File: src/rtl/aeolus_pkg.sv
// Shared definitions for the Aeolus 4-bit CPU sequencer: opcode map,
// ALU operation codes and the controller state encoding.
package aeolus_pkg;

  localparam logic [3:0] OP_LDA  = 4'h0;
  localparam logic [3:0] OP_LDB  = 4'h1;
  localparam logic [3:0] OP_LDO  = 4'h2;
  localparam logic [3:0] OP_LDSA = 4'h3;
  localparam logic [3:0] OP_LDSB = 4'h4;
  localparam logic [3:0] OP_LSH  = 4'h5;
  localparam logic [3:0] OP_RSH  = 4'h6;
  localparam logic [3:0] OP_CLR  = 4'h7;
  localparam logic [3:0] OP_SNZA = 4'h8;
  localparam logic [3:0] OP_SNZS = 4'h9;
  localparam logic [3:0] OP_ADD  = 4'hA;
  localparam logic [3:0] OP_SUB  = 4'hB;
  localparam logic [3:0] OP_AND  = 4'hC;
  localparam logic [3:0] OP_OR   = 4'hD;
  localparam logic [3:0] OP_XOR  = 4'hE;
  localparam logic [3:0] OP_NOT  = 4'hF;

  localparam logic [2:0] ALU_ADD = 3'd0;
  localparam logic [2:0] ALU_SUB = 3'd1;
  localparam logic [2:0] ALU_AND = 3'd2;
  localparam logic [2:0] ALU_OR  = 3'd3;
  localparam logic [2:0] ALU_XOR = 3'd4;
  localparam logic [2:0] ALU_NOT = 3'd5;

  typedef enum logic [1:0] {
    S_IDLE  = 2'd0,
    S_FETCH = 2'd1,
    S_EXEC  = 2'd2,
    S_WAIT  = 2'd3
  } state_t;

endpackage

File: src/rtl/aeolus_decoder.sv
// Combinational instruction decoder: turns the latched opcode into one-cycle
// datapath strobes while exec_en is high, and flags the conditional skips.
module aeolus_decoder
  import aeolus_pkg::*;
(
  input  logic [3:0] ir,
  input  logic       exec_en,
  output logic       ld_a,
  output logic       ld_b,
  output logic       ld_o,
  output logic       ld_s,
  output logic       ld_s_sel,
  output logic [2:0] alu_op,
  output logic       alu_ld,
  output logic       shl,
  output logic       shr,
  output logic       clr,
  output logic       is_skip,
  output logic       skip_src   // 0 = zero_a, 1 = zero_s
);

  // Opcode decode; every output idles low outside EXEC
  always_comb begin
    ld_a     = 1'b0;
    ld_b     = 1'b0;
    ld_o     = 1'b0;
    ld_s     = 1'b0;
    ld_s_sel = 1'b0;
    alu_op   = ALU_ADD;
    alu_ld   = 1'b0;
    shl      = 1'b0;
    shr      = 1'b0;
    clr      = 1'b0;
    is_skip  = 1'b0;
    skip_src = 1'b0;
    if (exec_en) begin
      case (ir)
        OP_LDA:  ld_a = 1'b1;
        OP_LDB:  ld_b = 1'b1;
        OP_LDO:  ld_o = 1'b1;
        OP_LDSA: ld_s = 1'b1;
        OP_LDSB: begin ld_s = 1'b1; ld_s_sel = 1'b1; end
        OP_LSH:  shl = 1'b1;
        OP_RSH:  shr = 1'b1;
        OP_CLR:  clr = 1'b1;
        OP_SNZA: is_skip = 1'b1;
        OP_SNZS: begin is_skip = 1'b1; skip_src = 1'b1; end
        OP_ADD:  begin alu_ld = 1'b1; alu_op = ALU_ADD; end
        OP_SUB:  begin alu_ld = 1'b1; alu_op = ALU_SUB; end
        OP_AND:  begin alu_ld = 1'b1; alu_op = ALU_AND; end
        OP_OR:   begin alu_ld = 1'b1; alu_op = ALU_OR;  end
        OP_XOR:  begin alu_ld = 1'b1; alu_op = ALU_XOR; end
        OP_NOT:  begin alu_ld = 1'b1; alu_op = ALU_NOT; end
        default: ;
      endcase
    end
  end

endmodule

File: src/rtl/aeolus_sequencer.sv
// Fetch/execute controller for the Aeolus 4-bit CPU: owns pc and ir, runs the
// IDLE/FETCH/EXEC state machine and resolves SNZA/SNZS skips.
// Optional single-step mode is compiled in with AEOLUS_SINGLE_STEP_EN.
module aeolus_sequencer
  import aeolus_pkg::*;
#(
  parameter int PC_WIDTH     = 4,
  parameter int OP_WIDTH     = 4,
  parameter int HALT_ON_WRAP = 0
) (
  input  logic                clk,
  input  logic                rst_n,
  input  logic                run,
`ifdef AEOLUS_SINGLE_STEP_EN
  input  logic                step,
  input  logic                step_mode,
`endif
  output logic [PC_WIDTH-1:0] rom_addr,
  input  logic [OP_WIDTH-1:0] rom_data,
  input  logic                zero_a,
  input  logic                zero_s,
  output logic                ld_a,
  output logic                ld_b,
  output logic                ld_o,
  output logic                ld_s,
  output logic                ld_s_sel,
  output logic [2:0]          alu_op,
  output logic                alu_ld,
  output logic                shl,
  output logic                shr,
  output logic                clr,
  output logic                busy,
  output logic [PC_WIDTH-1:0] pc
);

  state_t              state_q, state_d;
  logic [PC_WIDTH-1:0] pc_q, pc_d;
  logic [OP_WIDTH-1:0] ir_q, ir_d;
  logic [PC_WIDTH-1:0] pc_step;
  logic                is_skip, skip_src, skip_taken;
  logic                go_wait;

`ifdef AEOLUS_SINGLE_STEP_EN
  logic step_q, step_d, step_prev_q, step_prev_d;
  logic step_rise;

  // Step input sampled, then compared with its previous sample for a rising edge
  always_comb begin
    step_d      = step;
    step_prev_d = step_q;
  end

  // Step edge-detector registers
  always_ff @(posedge clk or negedge rst_n) begin
    if (!rst_n) begin
      step_q      <= 1'b0;
      step_prev_q <= 1'b0;
    end else begin
      step_q      <= step_d;
      step_prev_q <= step_prev_d;
    end
  end

  assign step_rise = step_q & ~step_prev_q;
  assign go_wait   = step_mode;
`else
  assign go_wait   = 1'b0;
`endif

  aeolus_decoder u_dec (
    .ir       (ir_q[3:0]),
    .exec_en  (state_q == S_EXEC),
    .ld_a     (ld_a),
    .ld_b     (ld_b),
    .ld_o     (ld_o),
    .ld_s     (ld_s),
    .ld_s_sel (ld_s_sel),
    .alu_op   (alu_op),
    .alu_ld   (alu_ld),
    .shl      (shl),
    .shr      (shr),
    .clr      (clr),
    .is_skip  (is_skip),
    .skip_src (skip_src)
  );

  // Skip is taken when the selected flag reports non-zero in the EXEC cycle
  assign skip_taken = is_skip & ~(skip_src ? zero_s : zero_a);
  assign pc_step    = pc_q + (skip_taken ? PC_WIDTH'(2) : PC_WIDTH'(1));

  // Next-state, pc and ir computation
  always_comb begin
    state_d = state_q;
    pc_d    = pc_q;
    ir_d    = ir_q;
    case (state_q)
      S_IDLE: begin
        // In single-step mode the first instruction also waits for a pulse
        if (run) state_d = go_wait ? S_WAIT : S_FETCH;
      end
      S_FETCH: begin
        ir_d    = rom_data;
        state_d = S_EXEC;
      end
      S_EXEC: begin
        pc_d = pc_step;
        if ((HALT_ON_WRAP != 0) && (pc_step <= pc_q)) begin
          pc_d    = '0;
          state_d = S_IDLE;
        end else if (!run) begin
          state_d = S_IDLE;
        end else begin
          state_d = go_wait ? S_WAIT : S_FETCH;
        end
      end
      S_WAIT: begin
`ifdef AEOLUS_SINGLE_STEP_EN
        if (!run)           state_d = S_IDLE;
        else if (step_rise) state_d = S_FETCH;
`else
        state_d = S_IDLE;
`endif
      end
      default: state_d = S_IDLE;
    endcase
  end

  // Controller state, program counter and instruction register
  always_ff @(posedge clk or negedge rst_n) begin
    if (!rst_n) begin
      state_q <= S_IDLE;
      pc_q    <= '0;
      ir_q    <= OP_WIDTH'(OP_CLR);
    end else begin
      state_q <= state_d;
      pc_q    <= pc_d;
      ir_q    <= ir_d;
    end
  end

  assign rom_addr = pc_q;
  assign pc       = pc_q;
  assign busy     = (state_q != S_IDLE);

endmodule
File: config.mk
export PLATFORM = sky130hd
export DESIGN_NAME = aeolus_sequencer
export DESIGN_NICKNAME = d
export VERILOG_FILES = /design/src/rtl/aeolus_pkg.sv /design/src/rtl/aeolus_decoder.sv /design/src/rtl/aeolus_sequencer.sv
export SDC_FILE = /design/constraint.sdc
export NUM_CORES = 1
export LEC_CHECK = 0
export CORE_MARGIN = 2
export CORE_UTILIZATION = 39
export CTS_BUF_LIST = sky130_fd_sc_hd__clkbuf_16
export CTS_CLUSTER_DIAMETER = 100
export DETAILED_ROUTE_END_ITERATION = 16
export PLACE_DENSITY = 0.77
export SLEW_MARGIN = 20
export SYNTH_ARGS = -nofsm -noshare
export SYNTH_HDL_FRONTEND = slang
export SYNTH_SLANG_ARGS = --single-unit
File: constraint.sdc
create_clock -name clk -period 5.2 [get_ports clk]
set_clock_uncertainty 0.05 [all_clocks]
set_input_delay 1.04 -clock clk [delete_from_list [all_inputs] [get_ports clk]]
set_output_delay 1.04 -clock clk [all_outputs]
set_load 0.01 [all_outputs]
After elaboration in Yosys (flattened, before gate mapping)
Index checks and enable logic that the tools add are counted.
W data, S select, Z words.
- output and inout bits: 21
- word-level logic and storage cells: 60
- bits of input ports: 9
- bits in registers: 10
- equal/unequal tests: 19
- bitwise gates (word level): 2
- reductions and logical operators: 6
- add/subtract/negate cells: 1
- muxes and demuxes: 29
- operators with widths (operator ; number):
    $eq A4 B4 Y1 const B ; 8
    $mux W1 ; 24
    $eq A4 B3 Y1 const B ; 4
    $pmux W3 S5 ; 1
    $eq A4 B2 Y1 const B ; 2
    $pmux W2 S4 ; 1
    $reduce_or A6 Y1 ; 1
    $add A4 B2 Y4 ; 1
    $eq A2 B2 Y1 const B ; 2
    $eq A4 B1 Y1 const B ; 1
    $logic_not A4 Y1 ; 1
    $mux W2 ; 2
    $reduce_or A2 Y1 ; 2
    $mux W3 ; 1
    $eq A2 B1 Y1 const B ; 1
    $logic_not A2 Y1 ; 1
    $ne A2 B2 Y1 const B ; 1
    $reduce_bool A2 Y1 ; 1
    $and A1 B1 Y1 ; 1
    $not A1 Y1 ; 1

Depth between registers and ports, before layout
Gate-level depths: netlist of the first run.
- word-level depth: 8
- depth in mapped cells: 8
- gate-level depth less buffers: 7

Hierarchy
A second synthesis of the first run with hierarchy kept.
- cell total of the unflattened synthesis: 68
- area, all modules: 670.6 µm²
- by module, submodules not included (module ; cells an instance ; area each (µm²) ; instances ; seq. area each (µm²)):
    aeolus_sequencer ; 40 ; 508.0 ; 1 ; 254.0
    aeolus_decoder ; 28 ; 162.7 ; 1 ; 0.0

Least setup slack after synthesis of the first run
OpenSTA, ideal clock, no wires.
- path type: input -> register
- start point: input zero_s
- end point: register pc_q[1] (netlist: pc[1])
- data arrival time: 2.161 ns
- required time: 5.067 ns
- buffers on the path: 0
- stages on the path: 6
- setup time: 0.083 ns
- path slack: 2.907 ns
- cells stage by stage: mux2i_1 nand4b_1 ha_1 inv_1 fa_1 o21ai_0
- longest elaborated chain between the ends: 5
- RTL lines (item ; line ; source):
    from (decl) ; aeolus_sequencer.sv:21 ; input logic zero_s,
    $mux W1 ; aeolus_sequencer.sv:88 ; assign skip_taken = is_skip & ~(skip_src ? zero_s : zero_a);
    $not A1 Y1 ; aeolus_sequencer.sv:88 ;
    $and A1 B1 Y1 ; aeolus_sequencer.sv:88 ;
    $mux W2 ; aeolus_sequencer.sv:89 ; assign pc_step = pc_q + (skip_taken ? PC_WIDTH'(2) : PC_WIDTH'(1));
    $add A4 B2 Y4 ; aeolus_sequencer.sv:89 ;
    to (signal assigned) ; aeolus_sequencer.sv:136 ; pc_q <= pc_d;
    to (decl) ; aeolus_sequencer.sv:37 ; logic [PC_WIDTH-1:0] pc_q, pc_d;
No other way between the ends.
A chain may end at the register's enable or synchronous reset.

Final worst setup path of the first run
- start point: register state_q[0]
- end point: output ld_a
- longest elaborated chain between the ends: 2
- RTL lines (item ; line ; source):
    from (decl) ; aeolus_sequencer.sv:36 ; state_t state_q, state_d;
    from (signal assigned) ; aeolus_sequencer.sv:135 ; state_q <= state_d;
    $eq A2 B2 Y1 ; aeolus_sequencer.sv:72 ; .exec_en (state_q == S_EXEC),
    $mux W1 ; aeolus_decoder.sv:36 ; if (exec_en) begin
    to (decl) ; aeolus_sequencer.sv:22 ; output logic ld_a,
No other way between the ends.

==> qor.yml, run 1 <==
status: "completed"
yosys.area.top_type: "sky130_fd_sc_hd__dfrtp_1"
p_sw_mw: 0.122
track_usage_pct: 16.9
sequentialPowerShare_pct: 32.9
vias_in_the_first_global_route: 538
detailed_route_iter0_violations: 3
post-route-cell-area_um2: 1000
post-route-min-period_ps: 2900
grt-ovfl-total: 0
fin_tns_setup_ps: 0
ff_latch_count_synth: 10
grt_start_max_net_pins: 11
nNetsFinal: 106
grt_first_pass_wirelength_mm: 2.39
detailroute.via_count: 545
seq_area_frac_synth_pct: 38.0
drt_first_pass_iters: 4
dp_hpwl_mm: 1.07
synth_nets: 80
die_h_um: 45.4
postLayoutCoreUtil_pct: 64.3
antenna-diode-count: 0
synth_top_flop_cell: "sky130_fd_sc_hd__dfrtp_1"
worst_path_largest_cell_delay_ps: 560
io_pins: 30
tightest_slew_ps: 415
report.power.total_mw: 0.413
initial_utilization_pct: 42.9
port_buffer_cells: 29
final_antenna_net_count: 0
synth_top_cells_by_count: "sky130_fd_sc_hd__nand2_1 (8), sky130_fd_sc_hd__dfrtp_1 (7), sky130_fd_sc_hd__nor3_1 (6)"
grt_antenna_before_repair: 0
final_hold_viol_count: 0
cts.repair_timing.setup_buffer_count: 0
switching_share_pct: 29.5
synth_most_common_cell: "sky130_fd_sc_hd__nand2_1"
postRouteWirelength_mm: 1.40
post_cts.resized_instances: 0
cts_buffers: 3
cts_htree_levels: 1
synth_cells: 68
max-cap-violations: 0
placeableCoreArea_um2: 1560
timing.setup.critical_path_class: "reg -> out"
maxSlewViolCount: 0
netlist.area_leader.share_pct: 26.2
routabilityCongestion: 0.709
seq_area_um2: 254
synthesis.area_per_instance_um2: 9.83
filler_cells: 134
placementRows: 14
area_growth_pct: 50.0
setup_violations: 0
synthesis.area_um2: 668
maximum_fanout_encountered_on_the_critical_timing_path: 6
post_route_cells_drive_above_1_share_pct: 17.2
detail_route.wl_per_cell_um: 12.9
clock_insertion_delay_worst_skew_ps: 230
yosys.cell_types.count: 31
yosys-top-cells-area: "sky130_fd_sc_hd__dfrtp_1 (26%), sky130_fd_sc_hd__dfstp_2 (12%), sky130_fd_sc_hd__mux2_4 (6.7%), sky130_fd_sc_hd__nor3_1 (4.5%), sky130_fd_sc_hd__buf_4 (4.5%)"
arrival_ps: 1810
ir_drop_mv: 0.219
area_of_the_multi_input_gates_um2: 344
synth-warning-count: 0
static-leakage-power_nw: 0.435
worst_hold_path_type: "reg -> reg"
slew_headroom_pct: 72.2
placedInstanceArea_um2: 923
cell_with_the_largest_stage_delay_on_the_worst_path: "sky130_fd_sc_hd__clkdlybuf4s50_1"
cts_hold_buffers: 0
tritoncts: "yes"
asyncSetResetFlopFracSynth_pct: 100
layout_worst_path_cycle_share_pct: 55.8
clock_path_buffers: 2
worstPathRequired_ps: 4110
edff_count_synth: 0
clockPowerShare_pct: 32.6
clk_pin_slew_worst_paths_ps: 40
die_width_um: 45.4
average_via_count_per_standard_cell: 5.00
timing.fmax_mhz: 344
numClockSinks: 10
route.detailed.drc: 0
cts_root_buf: "sky130_fd_sc_hd__clkbuf_16"
power.internal_mw: 0.291
comb_power_share_pct: 34.5
grt_setup_unrepaired: "no"
critical_path.cell_chain: "nor3b_2 > nand2_1 > nor3_1 > clkdlybuf4s50_1"
fp.dieArea_um2: 2060
worst_setup_path_start_kind: "register"
worstSetupEndpointType: "output port"
cellPowerDensity_nw_per_um2: 412
## layer usage
| layer | GRT usage [%] | vias up | share of wire, % |
|---|---|---|---|
| met5 | 0 | - | 0 |
| met4 | 5.29 | 0 | 1.5 |
| met3 | 8.33 | 2 | 8.5 |
| met2 | 28.5 | 23 | 49 |
| met1 | 18.5 | 252 | 41 |
| li1 | - | 268 | - |
## cells in the final DEF, fill, tap and decap left out, types with 2 or more instances in the layout
master	synthesis	layout
sky130_fd_sc_hd__clkbuf_16	0	3
sky130_fd_sc_hd__clkdlybuf4s50_1	0	29
sky130_fd_sc_hd__dfrtp_1	7	7
sky130_fd_sc_hd__dfstp_2	3	3
sky130_fd_sc_hd__ha_1	2	2
sky130_fd_sc_hd__inv_1	4	4
sky130_fd_sc_hd__mux2_4	3	3
sky130_fd_sc_hd__nand2_1	8	8
sky130_fd_sc_hd__nand2b_1	2	2
sky130_fd_sc_hd__nor2_1	5	5
sky130_fd_sc_hd__nor2b_4	2	2
sky130_fd_sc_hd__nor3_1	6	6
sky130_fd_sc_hd__o21ai_0	2	2
## final cells by class
type / count / area share [%]
Tap cell: 16 / 2.00
Clock buffer: 3 / 7.49
Multi-Input combinational cell: 46 / 34.3
Clock inverter: 1 / 0.375
Sequential cell: 10 / 25.3
Timing Repair Buffer: 29 / 29.0
Inverter: 4 / 1.50
## worst paths after layout
kind | from | endpoint | slack (ps) | cells past startpoint
max in group asynchronous | rst_n | ir_q[0] | 3720 | 1
worst min register to register | pc[3] | pc[3] | 440 | 1
min in group asynchronous | rst_n | state_q[0] | 1060 | 1
worst max register to register | ir_q[0] | pc[1] | 3180 | 6
worst max-delay path | state_q[0] | ld_a | 2300 | 4
worst min-delay path | pc[3] | pc[3] | 440 | 1
## worst max-delay path, delay by kind of cell (launching register included)
family        cells  cell delay [ps]
buf+inv           1              560
simple gates      3              570
flops             1              440
## power groups by stage
stage | sequential, mW | combinational, mW | clock (mW)
2_1_floorplan | 0.128 | 0.0907 | 0
3_3_place_gp | 0.135 | 0.139 | 0
3_5_place_dp | 0.137 | 0.144 | 0
4_1_cts | 0.136 | 0.145 | 0.138
5_1_grt | 0.140 | 0.159 | 0.142
6_report | 0.136 | 0.142 | 0.135
## cells by family after synthesis
group	after synthesis	share of synthesized area (%)
AOI/OAI and AO/OA	5	4.87
xor gates and xnor gates	2	2.62
adders and majority gates	3	6.74
buffers and inverters	12	10.5
DFF	10	38.0
muxes	4	8.24
and+or+nand+nor	32	29.0
## metrics by stage
| step | std cells | hold slack [ps] | worst slack [ps] |
|---|---|---|---|
| CTS | 109 | 445 | 2290 |
| finish | 109 | 437 | 2300 |
| global placement | 105 | 430 | 2470 |
| floorplan | 68 | 476 | 2910 |
| global route | 109 | 472 | 2170 |
| detailed placement | 105 | 440 | 2400 |
## flip-flops by register name, indices dropped and copies added (netlist names)
signal,count
state_q,2
ir_q,4
pc,4
Power figures use the tool's default switching activity.
==> run 2: changes to the inputs <==
clock period = 2.78 ns   (was 5.2 ns; I/O delays follow)
==> results of run 2 <==
Same layout as run 1 (identical final DEF). Status: completed.
Among the figures that moved: setup slack after placement 2400 ps -> 467 ps; setup slack after layout 2300 ps -> 361 ps; register-to-register setup slack 3180 ps -> 760 ps; total power 0.413 mW -> 0.772 mW; worst IR drop on VDD 0.219 mV -> 0.410 mV
==> RTL change (config.mk and constraints of run 2) <==
Change the parameter `PC_WIDTH` from 4 to 6.
--- a/src/rtl/aeolus_sequencer.sv
+++ b/src/rtl/aeolus_sequencer.sv
@@ -4,7 +4,7 @@
 module aeolus_sequencer
   import aeolus_pkg::*;
 #(
-  parameter int PC_WIDTH     = 4,
+  parameter int PC_WIDTH     = 6,
   parameter int OP_WIDTH     = 4,
   parameter int HALT_ON_WRAP = 0
 ) (
Interface: changed (resized pc and rom_addr); port bits go from 30 to 34. The function was not compared with the original's and may differ.
==> RTL change against run 2 <==
Routed wire length grew 8.1%. Setup slack gained 0.032 ns. Sequential cell count grew 2. First-iteration DRC count grew 100%. Non-clock buffer count grew 4. Fmax grew 1.3%. Total power grew 11%. Final area grew 17%. Combinational power grew 13%. Hold slack gained 0.0090 ns. Synthesized area grew 19%.
==> RTL change: results (changes against run 2) <==
outcome=complete, no violations; hold endpoint=pc[5]; Port Buffer Count=33 (+14%); multiplexer share of the synthesized area=0.06897 (-0.01343); termination of the worst setup path=clr; Routability Congestion=0.6750 (-4.8%); min-delay src=pc[5]; CTS max path bufs=2 (unchanged); maximum number of pins on one net before global-route repair=13 (+2); fraction of final layout cells with drive strength greater than 1=0.2019 (+0.02988); maximum resistive drop on vdd=0.4890 mV (+19%); fraction of the mapped netlist area in adder cells=0.05643 (-0.01099); via count of the first global-routing pass=609 (+13%); half-perimeter wire length after detailed placement=1.195 mm (+12%); most numerous cell types in the synthesized netlist=dfrtp_1 (9), nand2_1 (8), buf_4 (6); top cells by area in the synthesized netlist=dfrtp_1 (28%), dfstp_2 (9.9%), buf_4 (5.6%), mux2_4 (5.6%), nor3_2 (5.0%); number of nets at the end of the flow=117 (+10%); GRT Overall Usage=0.1417 (-0.02735); average vias per placed instance=4.672 (-6.6%); worst slew margin relative to its limit=0.6626 (-0.05963); global-route wire length before repair=2.615 mm (+9.2%); XOR/XNOR share of the synthesized area=0.04389 (+0.01767); number of filler instances in the final layout=169 (+26%); Netlist cell types=33 (+6.5%); Reg-to-Reg End=pc[4]; total nets after synthesis=89 (+11%); Arr. time, crit path=1.78 ns (-0.03 ns); leakage power=0.4898 nW (+13%); worst r2r path cells=7 (+1); part of the Yosys area used for sequential elements=0.3809 (+0.0007279); post-synthesis compound-gate area fraction=0.05016 (+0.001468)
[RTL change: cell count changes after synthesis, moves of 2 or more]
cell            run 2  this run
nor3_1              6         2
nor3_2              0         4
buf_4               4         6
dfrtp_1             7         9
nor2b_1             0         2
nor2b_4             2         0
[RTL change: worst max-delay path, stage by stage (launching register included)]
cell and delay (ns):
dfrtp_1 0.42, and2b_4 0.31, nand2_2 0.10, nor3_2 0.17
clkdlybuf4s50_1 0.55
[RTL change: power groups by stage]
stage,Combinational [W],Clock (W),Sequential [W]
5_1_grt,0.000325,0.000273,0.000307
2_1_floorplan,0.000196,0,0.000280
6_report,0.000302,0.000258,0.000296
4_1_cts,0.000308,0.000262,0.000298
3_3_place_gp,0.000295,0,0.000297
3_5_place_dp,0.000306,0,0.000299
[RTL change: per-stage QoR]
step	area (sq um)	instances	hold WS, ns	power (W)	worst slack (ns)
after floorplan	798.3	77	0.2104	0.0004763	0.8063
after global placement	1091	127	0.4369	0.0005922	0.4321
after detailed placement	1091	127	0.4391	0.0006054	0.3804
after CTS	1170	131	0.4471	0.0008671	0.3718
after global routing	1170	131	0.4647	0.0009047	0.2583
final	1170	131	0.4456	0.0008558	0.3930
[RTL change: layout make-up]
class,count,area [sq um],share of cell area
multi-input cells,51,407.9,0.3487
repair buffers,33,330.3,0.2824
flip-flops and latches,12,304.0,0.2599
clock buffers,3,75.07,0.06417
well taps,27,33.78,0.02888
inverters,4,15.01,0.01283
clock inverters,1,3.754,0.003209
[RTL change: per-layer routing]
metal,GRT usage,vias to the layer above,share of wire
li1,-,301,-
met4,0.04286,0,0.0092
met1,0.1470,286,0.40
met5,0,-,0
met2,0.2432,22,0.50
met3,0.07669,3,0.086
